$ cat config.mk
export PLATFORM = sky130hd
export DESIGN_NAME = mem_data_arbiter
export DESIGN_NICKNAME = d
export VERILOG_FILES = /design/src/rtl/mem_data_arbiter.sv
export SDC_FILE = /design/constraint.sdc
export NUM_CORES = 1
export LEC_CHECK = 0
export BUFFER_PORTS_ARGS = -buffer_cell sky130_fd_sc_hd__buf_4
export CORE_UTILIZATION = 35
export DETAILED_ROUTE_END_ITERATION = 10
export PLACE_DENSITY_LB_ADDON = 0.15
export SYNTH_ARGS = -nofsm -noshare
export SYNTH_HDL_FRONTEND = slang
export SYNTH_SLANG_ARGS = --single-unit
$ cat constraint.sdc
create_clock -name Clock -period 3.8 [get_ports Clock]
set_clock_uncertainty 0.15 [all_clocks]
set_input_delay 0.38 -clock Clock [delete_from_list [all_inputs] [get_ports Clock]]
set_output_delay 0.38 -clock Clock [all_outputs]
set_load 0.1 [all_outputs]
$ cat src/rtl/mem_data_arbiter.sv
// Arbitrates the single data-memory port between the nRisc core and an external
// req/ack requester; the core has priority, bounded by a starvation limit.
module mem_data_arbiter #(
  parameter int unsigned ADDR_W       = 8,
  parameter int unsigned DATA_W       = 8,
  parameter int unsigned STARVE_LIMIT = 4
) (
  input  logic              Clock,
  input  logic              Reset,
  input  logic              CoreMemRead,
  input  logic              CoreMemWrite,
  input  logic [ADDR_W-1:0] CoreEndereco,
  input  logic [DATA_W-1:0] CoreDadoEscrito,
  output logic [DATA_W-1:0] CoreDadoLido,
  output logic              CoreStall,
  input  logic              ExtReq,
  input  logic              ExtWe,
  input  logic [ADDR_W-1:0] ExtEndereco,
  input  logic [DATA_W-1:0] ExtDado,
  output logic              ExtAck,
  output logic [DATA_W-1:0] ExtDadoLido,
  output logic [ADDR_W-1:0] MemEndereco,
  output logic [DATA_W-1:0] MemDadoEscr,
  input  logic [DATA_W-1:0] MemDadoLido,
  output logic              MemWrite,
  output logic              MemRead,
  output logic [7:0]        ContConflitos
);

  localparam int unsigned CNT_W = 4;
  localparam logic [CNT_W-1:0] LIMIT = CNT_W'(STARVE_LIMIT);

  typedef enum logic {IDLE, EXT_ACK} state_t;

  state_t           state;
  logic [CNT_W-1:0] starve_cnt;
  logic             core_req;
  logic             ext_grant;
  logic             core_grant;

  // Grant decision for the current cycle; reset blocks every grant.
  always_comb begin
    core_req   = CoreMemRead | CoreMemWrite;
    ext_grant  = 1'b0;
    core_grant = 1'b0;
    if (!Reset) begin
      if (state == IDLE && ExtReq && (!core_req || starve_cnt >= LIMIT))
        ext_grant = 1'b1;
      else if (core_req)
        core_grant = 1'b1;
    end
  end

  // Memory port mux; a simultaneous core read+write resolves to a write.
  always_comb begin
    MemEndereco = '0;
    MemDadoEscr = '0;
    MemWrite    = 1'b0;
    MemRead     = 1'b0;
    if (core_grant) begin
      MemEndereco = CoreEndereco;
      MemDadoEscr = CoreDadoEscrito;
      MemWrite    = CoreMemWrite;
      MemRead     = CoreMemRead & ~CoreMemWrite;
    end else if (ext_grant) begin
      MemEndereco = ExtEndereco;
      MemDadoEscr = ExtDado;
      MemWrite    = ExtWe;
      MemRead     = ~ExtWe;
    end
  end

  assign CoreStall    = core_req & ext_grant;
  assign CoreDadoLido = MemDadoLido;

  // Handshake state, starvation counter, read capture and conflict counter.
  always_ff @(posedge Clock) begin
    if (Reset) begin
      state         <= IDLE;
      starve_cnt    <= '0;
      ExtAck        <= 1'b0;
      ExtDadoLido   <= '0;
      ContConflitos <= '0;
    end else begin
      state  <= ext_grant ? EXT_ACK : IDLE;
      ExtAck <= ext_grant;
      if (ext_grant && !ExtWe)
        ExtDadoLido <= MemDadoLido;
      if (!ExtReq || ext_grant)
        starve_cnt <= '0;
      else if (state == IDLE && core_grant && starve_cnt < LIMIT)
        starve_cnt <= starve_cnt + CNT_W'(1);
      if (state == IDLE && ExtReq && core_req && ContConflitos != 8'hFF)
        ContConflitos <= ContConflitos + 8'd1;
    end
  end

endmodule

==> impl_metrics.env, run 1 <==
export IMPL_holdPathStages=3
export IMPL_final_fill_count=306
export IMPL_design_final_nets=266
export IMPL_dieArea_um2=3655
export IMPL_power_per_cell_area_nw_per_um2=328.6
export IMPL_cts_tree="done"
export IMPL_post_route_min_period_ns=2.919
export IMPL_synth_edff_count=0
export IMPL_worst_reg2reg_path_length_in_cells=3
export IMPL_tritoncts_num_buffers=3
export IMPL_critical_path_peak_fanout=16
export IMPL_die_height_um=60.46
export IMPL_portBuffers=89
export IMPL_reg2reg_slack_ns=1.86
export IMPL_min_path_type="in -> reg"
export IMPL_clock_sinks=21
export IMPL_total_leakage_power_nw=0.8300
export IMPL_synthesis_area_per_instance_um2=8.668
export IMPL_ys_ff_latch=21
export IMPL_track_usage_pct=17.27
export IMPL_synthesis_yosys_warnings=0
export IMPL_dr_total_vias=1294
export IMPL_wl_per_cell_um=11.97
export IMPL_core_region_area_um2=3153
export IMPL_worstMarginPinSlew_ns=0.9009
export IMPL_yosys_area_top_type="sky130_fd_sc_hd__dfxtp_1"
export IMPL_critical_path_class="reg -> out"
export IMPL_grt_pass1_vias=1174
export IMPL_gp_congestion=0.7708
export IMPL_dp_hpwl_um=2471
export IMPL_largest_family_of_logic_cells_by_synthesized_area="compound AO/OA/AOI/OAI gates"
export IMPL_cts_path_max_buffers=2
export IMPL_dr_pass1_iters=4
export IMPL_synthesis_area_um2=1196
export IMPL_netlist_instances=138
export IMPL_synth_async_sr_flop_share_pct=0
export IMPL_clock_tree_htree_level_count=1
export IMPL_synth_xor_area_share_pct=0.7322
export IMPL_result_of_the_run="completed"
export IMPL_post_synth_num_cell_types=31
export IMPL_clock_tree_root_cell="sky130_fd_sc_hd__clkbuf_4"
export IMPL_setup_worst_path_end_class="output port"
export IMPL_finalHoldViolCount=0
export IMPL_aggregate_global_routing_overflow=0
export IMPL_num_antenna_cells=0
export IMPL_post_synth_top_area_fraction_pct=35.15
export IMPL_timing_setup_tns_ns=0
export IMPL_clock_insertion_delay_worst_skew_ns=0.30
export IMPL_grt_antenna_before_repair=0
export IMPL_cts_repair_resize_count=0
export IMPL_max_vdd_ir_drop_uv=148.6
export IMPL_clock_fmax_mhz=342.6
export IMPL_via_per_inst=4.958
export IMPL_first_iter_violations=47
export IMPL_grt_first_pass_wirelength_um=4850
export IMPL_synthTopCellsByArea="sky130_fd_sc_hd__dfxtp_1 35%, sky130_fd_sc_hd__a22o_1 12%, sky130_fd_sc_hd__nand2b_1 5.2%, sky130_fd_sc_hd__o21ai_0 5.0%, sky130_fd_sc_hd__buf_4 5.0%"
export IMPL_period_share_pct=76.81
export IMPL_synth_mux_area_share_pct=1.778
export IMPL_post_cts_hold_buffer_count=0
export IMPL_drc=0
export IMPL_cap_violations=0
export IMPL_finish_cell_count_without_fillers=261
export IMPL_synth_area_in_compound_gates_pct=27.09
export IMPL_synth_net_count=186
export IMPL_worstPathRequired_ns=3.27
export IMPL_timing_critical_path_arrival_ns=2.39
export IMPL_row_count=20
export IMPL_final_layout_size_suffix_gt1_share_pct=47.47
export IMPL_synth_simple_area_share_pct=24.16
export IMPL_maxSlewHeadroom_pct=39.61
export IMPL_ys_seq_area_share_pct=35.15
export IMPL_post_cts_buffers=0
export IMPL_slew_viol_final=0
export IMPL_report_final_setup_viol=0
export IMPL_route_antenna_remaining_nets=0
export IMPL_rsz_0062_raised_after_global_routing="no"
export IMPL_grt_start_max_net_pins=24
export IMPL_floorplan_io_pins=90
export IMPL_placed_cells_incl_taps=257
export IMPL_die_w_um=60.46
export IMPL_worst_setup_hold_path_clk_slew_ns=0.12
export IMPL_startpoint_type="flip-flop"
export IMPL_yosys_area_share_adder_pct=2.092
export IMPL_synth_flop_cell="sky130_fd_sc_hd__dfxtp_1"
export IMPL_starting_density_of_the_core_pct=37.94
export IMPL_finalWirelength_um=3125
export IMPL_area_growth_syn_to_layout_pct=54.81
logic make-up after synthesis:
group | Yosys count
AO/OA/AOI/OAI | 44
multiplexers | 2
AND/OR/NAND/NOR | 52
buffers and inverters | 16
XOR/XNOR | 1
adder cells (fa/ha/maj) | 2
flip-flops | 21
synth_stat cells (all sizes together) (2+ instances only):
cell / n
o21ai: 12
or3: 3
clkbuf: 2
nand3: 5
ha: 2
nand2b: 11
nor3: 4
o31ai: 3
nand2: 15
dfxtp: 21
a22o: 16
or4: 3
buf: 12
inv: 2
a21oi: 11
nor2: 8
metrics by stage:
stage / utilization, % / cell area, um2 / power (mW) / hold slack [ns] / worst slack (ns)
6_report: 58.73 / 1852 / 0.6084 / 0.1298 / 0.8813
5_1_grt: 58.73 / 1852 / 0.6329 / 0.1244 / 0.7115
4_1_cts: 58.73 / 1852 / 0.6139 / 0.1259 / 0.8605
3_5_place_dp: 57.90 / 1826 / 0.5094 / 0.3124 / 1.207
3_3_place_gp: 57.90 / 1826 / 0.5068 / 0.2977 / 1.273
2_1_floorplan: - / 1202 / 0.4388 / 0.2856 / 0.2802
placed cells by master, fill, tap and decap left out, types with 2 or more instances in the layout:
cell type                  count
sky130_fd_sc_hd__a22o_1       16
sky130_fd_sc_hd__or4_1         3
sky130_fd_sc_hd__o31ai_1       3
sky130_fd_sc_hd__inv_1         2
sky130_fd_sc_hd__clkbuf_4      3
sky130_fd_sc_hd__nor2_1        7
sky130_fd_sc_hd__or3_1         3
sky130_fd_sc_hd__nand2b_1     10
sky130_fd_sc_hd__nand2_1      15
sky130_fd_sc_hd__nor3_2        2
sky130_fd_sc_hd__nand3_1       5
sky130_fd_sc_hd__ha_1          2
sky130_fd_sc_hd__dfxtp_1      21
sky130_fd_sc_hd__buf_4        89
sky130_fd_sc_hd__a21oi_1      10
sky130_fd_sc_hd__o21ai_0      12
report_power, final:
group | total [mW] | switching (mW) | internal [mW]
sequential | 0.230 | 0.00461 | 0.225
clock | 0.104 | 0.0637 | 0.0408
combinational | 0.274 | 0.200 | 0.0745
total | 0.608 | 0.268 | 0.341
state kept, by name, indices dropped and copies added (netlist names):
signal	cells
ContConflitos	8
ExtDadoLido	8
starve_cnt	4
ExtAck	1
critical path: stages, from the launching register on:
cell,delay (ns)
sky130_fd_sc_hd__dfxtp_1,0.48
sky130_fd_sc_hd__nand2b_2,0.29
sky130_fd_sc_hd__a21oi_2,0.08
sky130_fd_sc_hd__nor3_2,0.69
sky130_fd_sc_hd__a22o_1,0.26
sky130_fd_sc_hd__buf_4,0.29
layer usage:
| metal | vias to the layer above | wire, um | GRT usage, % |
|---|---|---|---|
| li1 | 655 | - | - |
| met1 | 581 | 1259 | 19.25 |
| met2 | 58 | 1628 | 31.87 |
| met3 | 0 | 237 | 4.264 |
| met4 | 0 | 0 | 5.844 |
| met5 | - | 0 | 0 |
final timing paths:
| path | from | end |
|---|---|---|
| setup / recovery | ExtAck | MemEndereco[6] |
| hold / removal | MemDadoLido[6] | ExtDadoLido[6] |
| setup reg to reg | ExtAck | ExtDadoLido[7] |
| hold reg to reg | starve_cnt[1] | starve_cnt[1] |
area by class of cell:
type / count / area [um2] / area share (%)
clock buffer: 4 / 26.28 / 1.419
inverter: 2 / 7.507 / 0.4054
multi-input combinational: 101 / 674.4 / 36.42
sequential: 21 / 420.4 / 22.70
tap: 44 / 55.05 / 2.973
timing repair buffer: 89 / 668.1 / 36.08
Note: power is estimated with default switching activity, not from simulation.
==> inputs of run 2 (changes only) <==
clock period = 2.5 ns   (was 3.8 ns; I/O delays follow)
==> impl_metrics.env, run 2 (synthesis results as in run 1) <==
export IMPL_track_usage_pct=21.15
export IMPL_dpl_cell_area_um2=1874
export IMPL_rsz_0062_raised_after_global_routing="no"
export IMPL_aggregate_global_routing_overflow=0
export IMPL_worstMarginPinSlew_ns=0.7541
export IMPL_design_final_nets=275
export IMPL_critical_path_peak_fanout=9
export IMPL_most_frequent_cells_in_the_layout="91 x sky130_fd_sc_hd__buf_4, 20 x sky130_fd_sc_hd__dfxtp_1, 16 x sky130_fd_sc_hd__a22o_2"
export IMPL_grt_antenna_before_repair=0
export IMPL_die_height_um=60.46
export IMPL_startpoint_type="flip-flop"
export IMPL_dieArea_um2=3655
export IMPL_slew_viol_final=0
export IMPL_die_w_um=60.46
export IMPL_report_final_setup_viol=0
export IMPL_worstPathRequired_ns=2.10
export IMPL_cts_path_max_buffers=2
export IMPL_grt_pass1_vias=1291
export IMPL_clock_sinks=21
export IMPL_timing_critical_path_arrival_ns=1.96
export IMPL_dp_hpwl_um=2915
export IMPL_row_count=20
export IMPL_max_vdd_ir_drop_uv=317.2
export IMPL_via_per_inst=4.911
export IMPL_setup_worst_path_end_class="output port"
export IMPL_layout_cell_area_non_filler_um2=1986
export IMPL_global_route_hottest_layer="met2"
export IMPL_mostFrequentLayoutCell="sky130_fd_sc_hd__buf_4"
export IMPL_first_iter_violations=67
export IMPL_route_antenna_remaining_nets=0
export IMPL_use_met1_pct=23.86
export IMPL_gr_usage_met3_pct=3.625
export IMPL_grt_first_pass_wirelength_um=5837
export IMPL_fin_total_pwr_mw=0.9578
export IMPL_drc=0
export IMPL_maxSlewHeadroom_pct=49.72
export IMPL_floorplan_io_pins=90
export IMPL_tritoncts_num_buffers=3
export IMPL_wl_per_cell_um=13.78
export IMPL_min_path_type="in -> reg"
export IMPL_post_route_min_period_ns=2.361
export IMPL_period_share_pct=94.46
export IMPL_portBuffers=89
export IMPL_grt_start_max_net_pins=24
export IMPL_clock_fmax_mhz=423.5
export IMPL_finalHoldViolCount=0
export IMPL_area_growth_syn_to_layout_pct=66.00
export IMPL_num_antenna_cells=0
export IMPL_critical_path_class="reg -> out"
export IMPL_finalWirelength_um=3721
export IMPL_cap_violations=0
export IMPL_worst_setup_hold_path_clk_slew_ns=0.12
export IMPL_cts_tree="done"
export IMPL_core_region_area_um2=3153
export IMPL_gr_usage_met2_pct=40.50
export IMPL_clock_insertion_delay_worst_skew_ns=0.31
export IMPL_result_of_the_run="completed"
export IMPL_final_layout_size_suffix_gt1_share_pct=55.31
export IMPL_finish_cell_count_without_fillers=270
export IMPL_gp_congestion=0.8194
export IMPL_clock_tree_htree_level_count=1
export IMPL_power_per_cell_area_nw_per_um2=482.4
export IMPL_dr_pass1_iters=4
export IMPL_starting_density_of_the_core_pct=37.94
export IMPL_clock_tree_root_cell="sky130_fd_sc_hd__clkbuf_4"
export IMPL_placed_cells_incl_taps=258
export IMPL_dr_total_vias=1326
export IMPL_total_leakage_power_nw=0.8832
export IMPL_final_fill_count=300
export IMPL_timing_setup_tns_ns=0
export IMPL_regs_by_ff_count="ContConflitos (8), ExtDadoLido (8), starve_cnt (4)"
run 2: changes by cell type in the layout (fill, tap and decap cells not counted), moves of 2 or more:
cell	delta
sky130_fd_sc_hd__dlygate4sd3_1	+6
sky130_fd_sc_hd__a22o_1	-16
sky130_fd_sc_hd__buf_4	+2
sky130_fd_sc_hd__a22o_2	+16
run 2: what timing repair did:
item                       4_1_cts  5_1_grt
pin swaps                        1        0
hold endpoints to repair         5        1
buffers inserted                 2        0
setup endpoints to repair       16        1
hold buffers                     5        1
resized for setup                1        1
run 2: final cells by class:
class	count	area (um2)	share of cell area, %
Timing Repair Buffer	98	754.5	38.00
Multi-Input combinational cell	101	720.7	36.29
Sequential cell	21	421.7	21.24
Tap cell	44	55.05	2.773
Clock buffer	4	26.28	1.323
Inverter	2	7.507	0.3781
run 2: path summary, 6_finish.rpt:
| path | startpoint | to | slack (ns) | depth (start not counted) |
|---|---|---|---|---|
| min reg2reg | starve_cnt[3] | starve_cnt[3] | 0.34 | 2 |
| max reg2reg | ContConflitos[0] | ContConflitos[5] | 0.59 | 5 |
| min | MemDadoLido[1] | ExtDadoLido[1] | 0.003 | 3 |
| max | starve_cnt[2] | MemEndereco[4] | 0.14 | 6 |
run 2: where the power goes:
part | internal, mW | total (mW) | switching [mW]
clock | 0.0623 | 0.167 | 0.105
combinational | 0.128 | 0.441 | 0.313
sequential | 0.343 | 0.350 | 0.00710
run 2: metrics by stage:
stage	util (%)	hold slack [ns]	worst slack, ns
after global routing	62.98	0.003009	0.03329
final	62.98	0.003080	0.1385
after detailed placement	59.44	0.3150	0.04983
after global placement	59.44	0.2937	0.1750
after CTS	62.54	0.0007741	0.09195
after floorplan	-	0.2086	0.05927
run 2: routing by layer:
layer / part of all wire (%) / up-vias
met5: 0 / -
met4: 1.2 / 0
met3: 2.4 / 4
met2: 56 / 21
met1: 40 / 632
li1: - / 669
run 2: worst max-delay path, cell delays in order, from the launching register on:
cell,delay (ns)
sky130_fd_sc_hd__dfxtp_1,0.36
sky130_fd_sc_hd__nor2_2,0.31
sky130_fd_sc_hd__a21oi_2,0.15
sky130_fd_sc_hd__nor3_4,0.22
sky130_fd_sc_hd__buf_4,0.19
sky130_fd_sc_hd__a22o_2,0.14
sky130_fd_sc_hd__buf_4,0.28
